### config.mk
export PLATFORM = sky130hd
export DESIGN_NAME = crc8_frame_arb
export DESIGN_NICKNAME = d
export VERILOG_FILES = /design/src/rtl/crc8_frame_arb.sv
export SDC_FILE = /design/constraint.sdc
export NUM_CORES = 1
export LEC_CHECK = 0
export BUFFER_PORTS_ARGS = -buffer_cell sky130_fd_sc_hd__buf_2
export CAP_MARGIN = 20
export CORE_MARGIN = 2
export CORE_UTILIZATION = 40
export CTS_BUF_LIST = sky130_fd_sc_hd__clkbuf_8
export CTS_CLUSTER_SIZE = 14
export DETAILED_ROUTE_END_ITERATION = 12
export GPL_TIMING_DRIVEN = 0
export PLACE_DENSITY = 0.66
export SLEW_MARGIN = 25
export SYNTH_ARGS = -nofsm -noshare
export SYNTH_HDL_FRONTEND = slang
export SYNTH_SLANG_ARGS = --single-unit
### constraint.sdc
create_clock -name i_clk -period 2.1 [get_ports i_clk]
set_input_delay 0.21 -clock i_clk [delete_from_list [all_inputs] [get_ports i_clk]]
set_output_delay 0.21 -clock i_clk [all_outputs]
set_load 0.01 [all_outputs]
### src/rtl/crc8_frame_arb.sv
// rtl/crc8_frame_arb.sv - two-requester frame arbiter feeding a bit-serial CRC-8 engine
//
// Purpose: grants one of two byte-stream requesters per frame (round-robin),
// clears the external CRC-8 engine at frame start, hands it one byte at a
// time, waits for its byte-complete pulse (with a timeout), and reports the
// final CRC of each frame on a one-cycle result strobe.
//
// Ports:
//   i_clk, i_rst_n            clock, asynchronous active-low reset
//   i_sX_data/valid/last      byte stream from requester X (X = 0, 1)
//   o_sX_ready                byte accepted when valid & ready
//   o_eng_clr                 one-cycle engine clear at frame start
//   o_eng_enable              one-cycle engine start for o_eng_byte
//   o_eng_byte                byte under processing, held while waiting
//   i_eng_done, i_eng_crc     engine byte-complete pulse and running CRC
//   o_res_valid               one-cycle result strobe
//   o_res_chan/crc/err        reported frame channel, CRC, timeout abort

module crc8_frame_arb #(
  parameter int unsigned TIMEOUT = 15
) (
  input  logic       i_clk,
  input  logic       i_rst_n,
  input  logic [7:0] i_s0_data,
  input  logic       i_s0_valid,
  input  logic       i_s0_last,
  output logic       o_s0_ready,
  input  logic [7:0] i_s1_data,
  input  logic       i_s1_valid,
  input  logic       i_s1_last,
  output logic       o_s1_ready,
  output logic       o_eng_clr,
  output logic       o_eng_enable,
  output logic [7:0] o_eng_byte,
  input  logic       i_eng_done,
  input  logic [7:0] i_eng_crc,
  output logic       o_res_valid,
  output logic       o_res_chan,
  output logic [7:0] o_res_crc,
  output logic       o_res_err
);

  // The counter is 0 in the eng_enable cycle; the edge that would take it to
  // TIMEOUT is the one that aborts, so the result lands TIMEOUT cycles after
  // eng_enable.
  localparam logic [7:0] LP_CNT_LAST = 8'(TIMEOUT - 1);

  typedef enum logic [2:0] {
    S_IDLE,
    S_CLEAR,
    S_ACCEPT,
    S_WAIT,
    S_RESULT
  } state_t;

  state_t     r_state;
  state_t     w_next;

  logic       r_grant;
  logic       r_last_grant;
  logic       r_last;
  logic [7:0] r_eng_byte;
  logic [7:0] r_crc_cap;
  logic [7:0] r_cnt;
  logic       r_res_chan;
  logic [7:0] r_res_crc;
  logic       r_res_err;

  logic       w_do_grant;
  logic       w_grant_ch;
  logic       w_accept;
  logic       w_done;
  logic       w_timeout;
  logic       w_sel_valid;
  logic       w_sel_last;
  logic [7:0] w_sel_data;

  assign w_sel_valid = r_grant ? i_s1_valid : i_s0_valid;
  assign w_sel_last  = r_grant ? i_s1_last  : i_s0_last;
  assign w_sel_data  = r_grant ? i_s1_data  : i_s0_data;

  // Tie goes to the channel that did not win last; r_last_grant resets to 1
  // so channel 0 wins the first tie.
  assign w_grant_ch  = (i_s0_valid && i_s1_valid) ? ~r_last_grant : i_s1_valid;

  always_ff @(posedge i_clk or negedge i_rst_n) begin
    if (!i_rst_n) begin
      r_state <= S_IDLE;
    end else begin
      r_state <= w_next;
    end
  end

  always_comb begin
    w_next       = r_state;
    w_do_grant   = 1'b0;
    w_accept     = 1'b0;
    w_done       = 1'b0;
    w_timeout    = 1'b0;
    o_s0_ready   = 1'b0;
    o_s1_ready   = 1'b0;
    o_eng_clr    = 1'b0;
    o_eng_enable = 1'b0;
    o_res_valid  = 1'b0;
    case (r_state)
      S_IDLE: begin
        if (i_s0_valid || i_s1_valid) begin
          w_do_grant = 1'b1;
          w_next     = S_CLEAR;
        end
      end
      S_CLEAR: begin
        o_eng_clr = 1'b1;
        w_next    = S_ACCEPT;
      end
      S_ACCEPT: begin
        o_s0_ready = ~r_grant;
        o_s1_ready = r_grant;
        if (w_sel_valid) begin
          w_accept = 1'b1;
          w_next   = S_WAIT;
        end
      end
      S_WAIT: begin
        o_eng_enable = (r_cnt == 8'd0);
        // A done arriving on the final counted cycle still wins over timeout.
        if (i_eng_done) begin
          w_done = 1'b1;
          w_next = r_last ? S_RESULT : S_ACCEPT;
        end else if (r_cnt == LP_CNT_LAST) begin
          w_timeout = 1'b1;
          w_next    = S_RESULT;
        end
      end
      S_RESULT: begin
        o_res_valid = 1'b1;
        w_next      = S_IDLE;
      end
      default: begin
        w_next = S_IDLE;
      end
    endcase
  end

  always_ff @(posedge i_clk or negedge i_rst_n) begin
    if (!i_rst_n) begin
      r_grant      <= 1'b0;
      r_last_grant <= 1'b1;
      r_last       <= 1'b0;
      r_eng_byte   <= 8'd0;
      r_crc_cap    <= 8'd0;
      r_cnt        <= 8'd0;
      r_res_chan   <= 1'b0;
      r_res_crc    <= 8'd0;
      r_res_err    <= 1'b0;
    end else begin
      if (w_do_grant) begin
        r_grant      <= w_grant_ch;
        r_last_grant <= w_grant_ch;
      end

      // Per-frame capture: a frame that times out before any byte completes
      // reports 0 rather than a previous frame's CRC.
      if (r_state == S_CLEAR) begin
        r_crc_cap <= 8'd0;
      end else if (w_done) begin
        r_crc_cap <= i_eng_crc;
      end

      if (w_accept) begin
        r_eng_byte <= w_sel_data;
        r_last     <= w_sel_last;
        r_cnt      <= 8'd0;
      end else if (r_state == S_WAIT) begin
        r_cnt <= r_cnt + 8'd1;
      end

      // Result fields are loaded only on the way into RESULT and then hold.
      if ((w_done && r_last) || w_timeout) begin
        r_res_chan <= r_grant;
        r_res_crc  <= w_done ? i_eng_crc : r_crc_cap;
        r_res_err  <= w_timeout;
      end
    end
  end

  assign o_eng_byte = r_eng_byte;
  assign o_res_chan = r_res_chan;
  assign o_res_crc  = r_res_crc;
  assign o_res_err  = r_res_err;

endmodule
== After elaboration in Yosys (flattened, before gate mapping) ==
Cells that the tools add are included.
Widths: inputs -> output; s select.
Cells by class
  mux-type cells: 28
  reductions and logical operators: 8
  equality and inequality tests: 8
  add/sub/neg operators: 1
  bitwise operators: 2
Operator list (number)
  $mux 8: 5
  $mux 1: 17
  $mux 3: 5
  $pmux 3 s4: 1
  $add 8x1->8 const B: 1
  $eq 8x4->1 const B: 1
  $logic_not 8->1: 1
  $eq 3x2->1 const B: 2
  $ne 2x2->1 const B: 2
  $eq 3x1->1 const B: 1
  $eq 3x3->1 const B: 1
  $logic_not 3->1: 1
  $ne 3x3->1 const B: 1
  $reduce_and 3->1: 1
  $logic_and 1x1->1: 2
  $logic_or 1x1->1: 2
  $not 1->1: 2
  $reduce_bool 2->1: 1
Storage, ports and cells
  output and inout port bits: 23
  flip-flop bits (word level): 40

== Logic depth before layout (Yosys ltp) ==
Gate-level depths: netlist of the first run.
  depth after elaboration: 5
  gate-level depth with buffers: 6
  mapped depth without buffers: 5

== Worst setup path after synthesis of the first run ==
OpenSTA, ideal clock, no wires.
  path kind: register to register
  start: register r_state[2]
  end: register r_eng_byte[5] (netlist: o_eng_byte[5])
  data arrival time: 1831 ps
  setup slack: 144 ps
  path buffers: 3
  stages on the path, launching flop included: 7
  data required time: 1975 ps
  clock period less this slack: 1956 ps
  cell sequence: dfrtp_1 clkbuf_1 or3b_2 clkbuf_1 nor2_2 buf_6 mux2_2
Between the ends
  cells in the longest elaborated chain, start to end: 2
RTL lines
  start, declared: RTL line 56  | state_t r_state;
  start signal, assigned: RTL line 90  | r_state <= w_next;
  $eq 3x2->1: RTL line 105  | case (r_state)
  $mux 1: RTL line 105
  end signal, assigned: RTL line 171  | r_eng_byte <= w_sel_data;
  end, declared: RTL line 62  | logic [7:0] r_eng_byte;
No other way between the ends.
A chain may end at the register's enable or synchronous reset.

== Final worst setup path of the first run ==
  start: register r_cnt[4]
  end: output port o_eng_enable
Between the ends
  cells in the longest elaborated chain, start to end: 2
RTL lines
  start, declared: RTL line 64  | logic [7:0] r_cnt;
  start signal, assigned: RTL line 175  | r_cnt <= r_cnt + 8'd1;
  $logic_not 8->1: RTL line 125  | o_eng_enable = (r_cnt == 8'd0);
  $mux 1: RTL line 105
  end, declared: RTL line 33  | output logic o_eng_enable,
No other way between the ends.

==> flow_metrics.env, run 1 <==
export IMPL_status="completed"
export IMPL_avgSynthCellArea_sq_um=10.10
export IMPL_crit_required_ns=1.89
export IMPL_period_share=0.9505
export IMPL_cp_max_fo=10
export IMPL_dr_pass1_iters=4
export IMPL_grt_pass1_wl_um=8031
export IMPL_numCtsBuffers=5
export IMPL_ctsRootBufferMaster="clkbuf_8"
export IMPL_seq_area_frac_synth=0.4935
export IMPL_dpl_instance_area_sq_um=2380
export IMPL_initial_core_util=0.4216
export IMPL_htreeDepth=2
export IMPL_synthFlopType="dfrtp_1"
export IMPL_maxSlewHeadroom=0.4005
export IMPL_dpl_hpwl_um=3280
export IMPL_fp_dieH_um=75.25
export IMPL_p_leak_nw=1.139
export IMPL_io_pins=54
export IMPL_synth_edf_count=0
export IMPL_setup_violations=0
export IMPL_start_kind="flip-flop"
export IMPL_postSynth_asyncResetShare=1.000
export IMPL_grt_max_degree=41
export IMPL_wire_per_inst_um=14.66
export IMPL_initialDrtViolationCount=104
export IMPL_areaGrowthSynthToFinish_pct=25.63
export IMPL_syn_num_nets=235
export IMPL_grt_total_usage=0.1875
export IMPL_critical_path_class="reg2out"
export IMPL_whs_ns=0.04837
export IMPL_antenna_found_initial=0
export IMPL_fin_crit_ns=1.996
export IMPL_dr_total_vias=1813
export IMPL_diodes=0
export IMPL_timing_final_ws_setup_ns=0.1039
export IMPL_design_area_sq_um=2551
export IMPL_rsz0062_at_grt="no"
export IMPL_hold_path_class="in2async"
export IMPL_vdd_ir_drop_max_v=0.0007760
export IMPL_antenna_left=0
export IMPL_ys_ff_latch=40
export IMPL_syn_area_sq_um=2031
export IMPL_rows=25
export IMPL_clk_pin_slew_worst_paths_ns=0.07
export IMPL_dieWidth_um=75.25
export IMPL_power_density_nw_per_um2=1370
export IMPL_cts_tree="yes"
export IMPL_finClkSkew_ns=0.005624
export IMPL_clock_sinks=40
export IMPL_core_area_sq_um=4817
export IMPL_portBuffers=53
export IMPL_yosysUniqueCellTypes=36
export IMPL_p_total_mw=3.494
export IMPL_fin_nets=300
export IMPL_worst_pin_slew_ns=0.8993
export IMPL_mostFrequentLayoutCell="buf_2"
export IMPL_drv_slew=0
export IMPL_worstSetupEndpointType="primary output"
export IMPL_fp_dieArea_sq_um=5663
export IMPL_clk_path_buf_depth=2
export IMPL_crit_arrival_ns=1.79
export IMPL_grt_ovfl_total=0
export IMPL_globalplace_congestion=0.7689
export IMPL_max_freq_mhz=501.0
export IMPL_postRouteWirelength_um=4898
export IMPL_drc=0
export IMPL_grt_pass1_vias=1668
export IMPL_yosys_warnings=0
export IMPL_post_route_util=0.5296
export IMPL_drive_gt1_frac=0.3708
export IMPL_netlist_instances=201
export IMPL_max_cap_viol_count=0
export IMPL_hold_viol_final=0
export IMPL_place_ws_ns=-0.08333
export IMPL_vias_per_cell=5.428
export IMPL_mostFrequentLayoutCells="buf_2 (55), dfrtp_1 (39), nand2_1 (23)"
export IMPL_clk_latency_ns=0.29
==> state kept, by name, summed over array words and instances (netlist names) <==
signal,flops
o_res_crc,8
o_res_chan,1
r_last_grant,1
o_eng_byte,8
r_crc_cap,8
r_last,1
r_grant,1
r_cnt,8
o_res_err,1
r_state,3
==> layout make-up <==
cell class              count  area [sq um]
well taps                  67         83.83
clock buffers               5         68.82
repair buffers             59         310.3
clock inverters             3         38.79
plain buffers              14         77.57
inverters                   4         15.01
fillers                   491          2266
multi-input cells         142         954.7
flip-flops and latches     40          1002
==> layer usage <==
metal	vias up	part of all wire	global-route usage
met4	0	0.013	0.06823
li1	860	-	-
met2	54	0.48	0.2914
met1	891	0.45	0.2632
met5	-	0	0
met3	8	0.052	0.03481
==> synthesized netlist by cell type, types with 3 or more instances <==
library cell,count,area [sq um]
nor4_1,8,50.05
inv_1,4,15.01
nand2_1,23,86.33
or3_1,3,18.77
nand3_1,4,20.02
mux2_2,18,202.7
clkbuf_1,11,41.29
nor2_1,9,33.78
ha_1,3,37.54
o21ai_0,5,25.02
nand4b_1,3,26.28
nor3_1,11,55.05
a211oi_1,8,60.06
mux2i_1,3,30.03
dfrtp_1,39,975.9
a21oi_1,21,105.1
==> power by group <==
part	switching (mW)	total, mW	internal, mW
Clock	0.263	0.611	0.348
Sequential	0.183	1.29	1.11
Combinational	0.873	1.59	0.719
==> repair_timing <==
action | 4_1_cts | 5_1_grt
hold buffers | 0 | 0
pin swaps | 1 | 1
setup buffers | 2 | 4
endpoints found under the setup margin | 6 | 10
resized for setup | 5 | 5
==> stage by stage <==
step / std cells / setup TNS (ns)
floorplan: 201 / 0
global placement: 321 / -0.2237
detailed placement: 321 / -0.2498
CTS: 331 / 0
global route: 334 / 0
finish: 334 / 0
==> cells by family after synthesis <==
| group | Yosys count | share of synthesized area |
|---|---|---|
| compound gates | 44 | 0.1337 |
| xor+xnor | 2 | 0.008628 |
| fa+ha+maj | 3 | 0.01849 |
| buf+inv | 19 | 0.04374 |
| flops | 40 | 0.4935 |
| mux | 21 | 0.1146 |
| simple gates | 72 | 0.1873 |
==> path summary, 6_finish.rpt <==
path / startpoint / end / slack (ns) / cells past startpoint
worst min register to register: o_eng_byte[6] / o_eng_byte[6] / 0.50 / 1
worst min-delay path: i_rst_n / o_eng_byte[7] / 0.05 / 1
max in group asynchronous: i_rst_n / r_state[1] / 1.49 / 1
worst max register to register: r_cnt[4] / o_res_chan / 0.15 / 4
worst max-delay path: r_cnt[4] / o_eng_enable / 0.10 / 4
min in group i_clk: i_s0_valid / r_last_grant / 0.13 / 2
==> critical path, cell delays in order, from the launching register on <==
cell and delay (ns):
dfrtp_1 0.41, or4_4 0.55, clkbuf_4 0.21, nor3_2 0.17, buf_2 0.15
No activity file was read; power rests on OpenSTA's default activity.
==> run 2: changes to the inputs <==
- REMOVE_ABC_BUFFERS: default -> 1
==> run 2 against run 1 <==
  * Combinational power down 10%
  * Setup slack worse by 0.012 ns
  * Non-clock buffer count down 14
  * Clock skew up 0.00077 ns
  * Fmax down 0.59%
  * Highest routed layer unchanged
==> flow_metrics.env, run 2 (synthesized netlist as in run 1, its figures left out) <==
export IMPL_p_total_mw=3.372
export IMPL_vdd_ir_drop_max_v=0.0006337
export IMPL_crit_required_ns=2.28
export IMPL_dieWidth_um=75.25
export IMPL_drv_slew=0
export IMPL_core_area_sq_um=4817
export IMPL_vias_per_cell=5.352
export IMPL_clk_latency_ns=0.29
export IMPL_fp_dieArea_sq_um=5663
export IMPL_clk_path_buf_depth=2
export IMPL_grt_ovfl_total=0
export IMPL_dr_total_vias=1718
export IMPL_numCtsBuffers=5
export IMPL_postRouteWirelength_um=4760
export IMPL_place_inst=306
export IMPL_fp_dieH_um=75.25
export IMPL_portBuffers=53
export IMPL_grt_max_degree=41
export IMPL_status="completed"
export IMPL_antenna_left=0
export IMPL_crit_arrival_ns=2.18
export IMPL_mostFrequentLayoutCells="buf_2 (53), dfrtp_1 (39), nand2_1 (23)"
export IMPL_p_leak_nw=1.093
export IMPL_initialDrtViolationCount=113
export IMPL_grt_pass1_vias=1699
export IMPL_initial_core_util=0.4216
export IMPL_critPathTopFamily="simple AND/OR/NAND/NOR gates"
export IMPL_clk_pin_slew_worst_paths_ns=0.08
export IMPL_hold_viol_final=0
export IMPL_drc=0
export IMPL_fin_cells=321
export IMPL_ctsHoldBuffers=0
export IMPL_design_area_sq_um=2471
export IMPL_rows=25
export IMPL_cts_tree="yes"
export IMPL_cpMaxStageDelayCell="or4_4"
export IMPL_max_cap_viol_count=0
export IMPL_globalplace_congestion=0.7201
export IMPL_fin_crit_ns=2.008
export IMPL_antenna_found_initial=0
export IMPL_wire_per_inst_um=14.83
export IMPL_ctsRootBufferMaster="clkbuf_8"
export IMPL_io_pins=54
export IMPL_dr_pass1_iters=4
export IMPL_drive_gt1_frac=0.3504
export IMPL_crit_path_max_incr_delay_ns=0.65
export IMPL_hold_path_class="in2async"
export IMPL_maxSlewHeadroom=0.4021
export IMPL_htreeDepth=2
export IMPL_post_route_util=0.5130
export IMPL_areaGrowthSynthToFinish_pct=21.69
export IMPL_period_share=0.9561
export IMPL_fin_tns_setup_ns=0
export IMPL_mostFrequentLayoutCell="buf_2"
export IMPL_dpl_instance_area_sq_um=2306
export IMPL_setup_violations=0
export IMPL_diodes=0
export IMPL_max_freq_mhz=498.0
export IMPL_worstSetupEndpointType="flip-flop"
export IMPL_grt_pass1_wl_um=7976
export IMPL_cp_common_cell="or4_4"
export IMPL_worst_pin_slew_ns=0.8968
export IMPL_grt_total_usage=0.1858
export IMPL_power_density_nw_per_um2=1365
export IMPL_dpl_hpwl_um=2899
export IMPL_worstPathCellList="or4_4 > or4_4 > a32o_1"
export IMPL_cp_max_fo=12
export IMPL_start_kind="flip-flop"
export IMPL_critical_path_class="reg2reg"
export IMPL_critPathBufInv=0
export IMPL_rsz0062_at_grt="no"
export IMPL_clock_sinks=40
export IMPL_finClkSkew_ns=0.006392
export IMPL_fin_nets=287
run 2: cell types whose count changed in the layout (fill, tap and decap cells not counted), moves of 2 or more:
cell	delta
buf_2	-2
buf_6	-2
clkbuf_1	-6
clkbuf_2	-3
run 2: final timing paths:
kind / start / to / slack [ns] / depth (start not counted)
setup / recovery: r_cnt[4] / o_res_chan / 0.09 / 3
hold / removal: i_rst_n / o_eng_byte[2] / 0.05 / 1
setup reg to reg: r_cnt[4] / o_res_chan / 0.09 / 3
hold reg to reg: o_eng_byte[5] / o_eng_byte[5] / 0.51 / 1
max in group asynchronous: i_rst_n / r_crc_cap[7] / 1.49 / 1
min in group i_clk: i_s0_valid / r_last_grant / 0.12 / 2
run 2: per-stage QoR:
| stage | worst slack (ns) | hold slack, ns |
|---|---|---|
| final | 0.09214 | 0.04653 |
| after detailed placement | -0.5052 | 0.3933 |
| after CTS | 0.02786 | 0.07862 |
| after global routing | 0.03513 | 0.1085 |
| after floorplan | -0.05652 | -0.08559 |
| after global placement | -0.4902 | 0.3944 |
run 2: final cells by class:
type / instances / area [sq um]
clock buffer: 6 / 82.58
clock inverter: 2 / 7.507
fill: 462 / 2346
inverter: 4 / 15.01
multi-input combinational: 143 / 957.2
sequential: 40 / 1002
tap: 67 / 83.83
timing repair buffer: 59 / 322.8
run 2: per-layer routing:
layer | part of all wire | global-route usage | vias up | wire length, um
met4 | 0.011 | 0.07212 | 0 | 53
met5 | 0 | 0 | - | 0
met2 | 0.49 | 0.2992 | 49 | 2317
li1 | - | - | 836 | -
met1 | 0.44 | 0.2398 | 827 | 2118
met3 | 0.057 | 0.04953 | 6 | 271
run 2: where the power goes:
part / internal, mW / switching (mW)
logic: 0.703 / 0.725
registers: 1.11 / 0.323
clock network: 0.258 / 0.257
run 2: what timing repair did:
item,in CTS,in global routing
setup endpoints to repair,23,13
setup buffers,3,3
cloned,1,0
gates resized for setup,2,0
pin swaps,1,2
==> run 3: changes to the inputs <==
- BUFFER_PORTS_ARGS: -buffer_cell sky130_fd_sc_hd__buf_2 -> default
- DONT_BUFFER_PORTS: default -> 1
- PLACE_DENSITY: 0.66 -> default
- clock period: 2.1 -> 1.6 ns (I/O delays scaled with it)
==> run 3 against run 2 <==
  * The flow now finishes with violations (setup timing)
  * Clock power is 56% higher
  * Sequential cell count stayed put
  * Via count unchanged
  * Sequential power increased by 43%
  * Worst hold slack got worse by 0.043 ns
  * Clock skew grew 0.0021 ns
  * Critical path type unchanged
  * Largest power group unchanged
==> flow_metrics.env, run 3 (synthesized netlist as in run 1, its figures left out) <==
export IMPL_grt_pass1_vias=1798
export IMPL_dr_pass1_iters=4
export IMPL_numCtsBuffers=5
export IMPL_violations="setup timing"
export IMPL_wire_per_inst_um=18.64
export IMPL_crit_required_ns=1.78
export IMPL_fin_nets=260
export IMPL_hold_path_class="in2reg"
export IMPL_power_density_nw_per_um2=1877
export IMPL_initialDrtViolationCount=208
export IMPL_dr_total_vias=1718
export IMPL_vdd_ir_drop_max_v=0.0009682
export IMPL_whs_ns=0.003307
export IMPL_dpl_hpwl_um=3037
export IMPL_globalplace_congestion=0.7302
export IMPL_cpMaxStageDelayCell="or4_4"
export IMPL_timing_final_ws_setup_ns=-0.3121
export IMPL_areaGrowthSynthToFinish_pct=27.05
export IMPL_clkPwrFrac=0.167
export IMPL_power_switching_mw=1.874
export IMPL_setup_violations=23
export IMPL_combinationalPowerShare=0.411
export IMPL_grt_pass1_wl_um=8742
export IMPL_clk_latency_ns=0.29
export IMPL_drc=0
export IMPL_worstPathCellList="or4_4 > or4_4 > a32o_1"
export IMPL_htreeDepth=2
export IMPL_portBuffers=0
export IMPL_antenna_found_initial=0
export IMPL_fp_dieH_um=75.25
export IMPL_design_area_sq_um=2580
export IMPL_cp_max_fo=5
export IMPL_crit_path_max_incr_delay_ns=0.58
export IMPL_rows=25
export IMPL_multi_input_area_sq_um=1061
export IMPL_drive_gt1_frac=0.3304
export IMPL_drv_slew=0
export IMPL_clk_pin_slew_worst_paths_ns=0.08
export IMPL_start_kind="flip-flop"
export IMPL_max_freq_mhz=523.0
export IMPL_fin_crit_ns=1.912
export IMPL_clock_sinks=40
export IMPL_pwr_share_seq=0.422
export IMPL_rsz0062_at_grt="yes"
export IMPL_grt_max_degree=41
export IMPL_gr_usage_met3=0.06827
export IMPL_diodes=0
export IMPL_dpl_instance_area_sq_um=2046
export IMPL_grt_ovfl_total=0
export IMPL_postRouteWirelength_um=5480
export IMPL_mostFrequentLayoutCell="dfrtp_1"
export IMPL_hold_viol_final=0
export IMPL_top_usage_layer="met2"
export IMPL_mostFrequentLayoutCells="dfrtp_1 (35), nand2_1 (23), a21oi_1 (21)"
export IMPL_io_pins=54
export IMPL_critical_path_class="reg2reg"
export IMPL_period_share=1.195
export IMPL_p_int_mw=2.969
export IMPL_sw_frac_of_total=0.3870
export IMPL_core_area_sq_um=4817
export IMPL_met1_usage=0.2564
export IMPL_fillers=423
export IMPL_fp_dieArea_sq_um=5663
export IMPL_cts_tree="yes"
export IMPL_globalRouteMet2Util=0.3392
export IMPL_vias_per_cell=5.844
export IMPL_clk_path_buf_depth=2
export IMPL_max_cap_viol_count=0
export IMPL_grt_total_usage=0.2060
export IMPL_ctsRootBufferMaster="clkbuf_8"
export IMPL_worstSetupEndpointType="flip-flop"
export IMPL_p_leak_nw=1.035
export IMPL_cp_common_cell="or4_4"
export IMPL_initial_core_util=0.4216
export IMPL_antenna_left=0
export IMPL_crit_arrival_ns=2.10
export IMPL_dieWidth_um=75.25
export IMPL_status="finished, violations left"
export IMPL_worst_pin_slew_ns=0.5301
export IMPL_regArea_sq_um=1007
export IMPL_maxSlewHeadroom=0.6462
export IMPL_finClkSkew_ns=0.008524
[run 3: cell count changes in the layout (fill, tap and decap cells not counted), moves of 4 or more]
cell           before  now
buf_2              53    0
buf_4               5   19
dlygate4sd3_1       0    6
a211oi_1            8    3
a211oi_2            0    5
dfrtp_1            39   35
dfrtp_2             0    4
[run 3: final timing paths]
| kind | start | end | slack (ns) | cells past startpoint |
|---|---|---|---|---|
| max | r_cnt[4] | o_res_chan | -0.31 | 3 |
| min | i_eng_crc[0] | r_crc_cap[0] | 0.003 | 2 |
| max reg2reg | r_cnt[4] | o_res_chan | -0.31 | 3 |
| min reg2reg | r_crc_cap[3] | r_crc_cap[3] | 0.54 | 2 |
| max in group asynchronous | i_rst_n | r_last_grant | 1.00 | 2 |
| min in group asynchronous | i_rst_n | r_crc_cap[0] | 0.34 | 2 |
[run 3: area by class of cell]
class / instances / share of cell area
clock buffers: 5 / 0.02667
clock inverters: 3 / 0.01503
inverters: 4 / 0.005820
multi-input cells: 144 / 0.4113
flip-flops and latches: 40 / 0.3904
well taps: 67 / 0.03249
repair buffers: 31 / 0.1183
[run 3: worst max-delay path: cells and delay by family (launching register included)]
kind | cells | cell delay, ns
AND/OR/NAND/NOR | 2 | 1.14
flip-flops | 1 | 0.40
AO/OA/AOI/OAI | 1 | 0.27
[run 3: layer usage]
| metal | up-vias | wire length (um) |
|---|---|---|
| met5 | - | 0 |
| met4 | 0 | 57 |
| met3 | 11 | 486 |
| met2 | 82 | 2799 |
| met1 | 841 | 2136 |
| li1 | 784 | - |
[run 3: power groups by stage]
| stage | Sequential [mW] | Combinational (mW) | Clock [mW] |
|---|---|---|---|
| floorplan | 1.90 | 1.04 | 0 |
| global placement | 2.01 | 1.20 | 0 |
| detailed placement | 2.04 | 1.26 | 0 |
| CTS | 2.02 | 1.70 | 0.819 |
| global route | 2.11 | 2.21 | 0.868 |
| finish | 2.04 | 1.99 | 0.807 |
[run 3: timing repair]
action / CTS / global route
hold buffers: 7 / 0
endpoints found under the hold margin: 45 / 0
setup buffers: 15 / 8
resized for setup: 22 / 10
setup endpoints to repair: 34 / 31
cloned: 2 / 1
pin swaps: 8 / 8
[run 3: stage by stage]
stage          instances  total power, mW  TNS [ns]  worst slack [ns]  utilization
3_3_place_gp         253            3.207    -20.20           -0.9553       0.4236
6_report             294            4.843    -2.963           -0.3121       0.5356
4_1_cts              285            4.543    -3.469           -0.3647       0.5088
3_5_place_dp         253            3.301    -20.30            -1.031       0.4247
5_1_grt              294            5.182    -4.223           -0.3460       0.5356
2_1_floorplan        186            2.939    -8.462           -0.5565            -
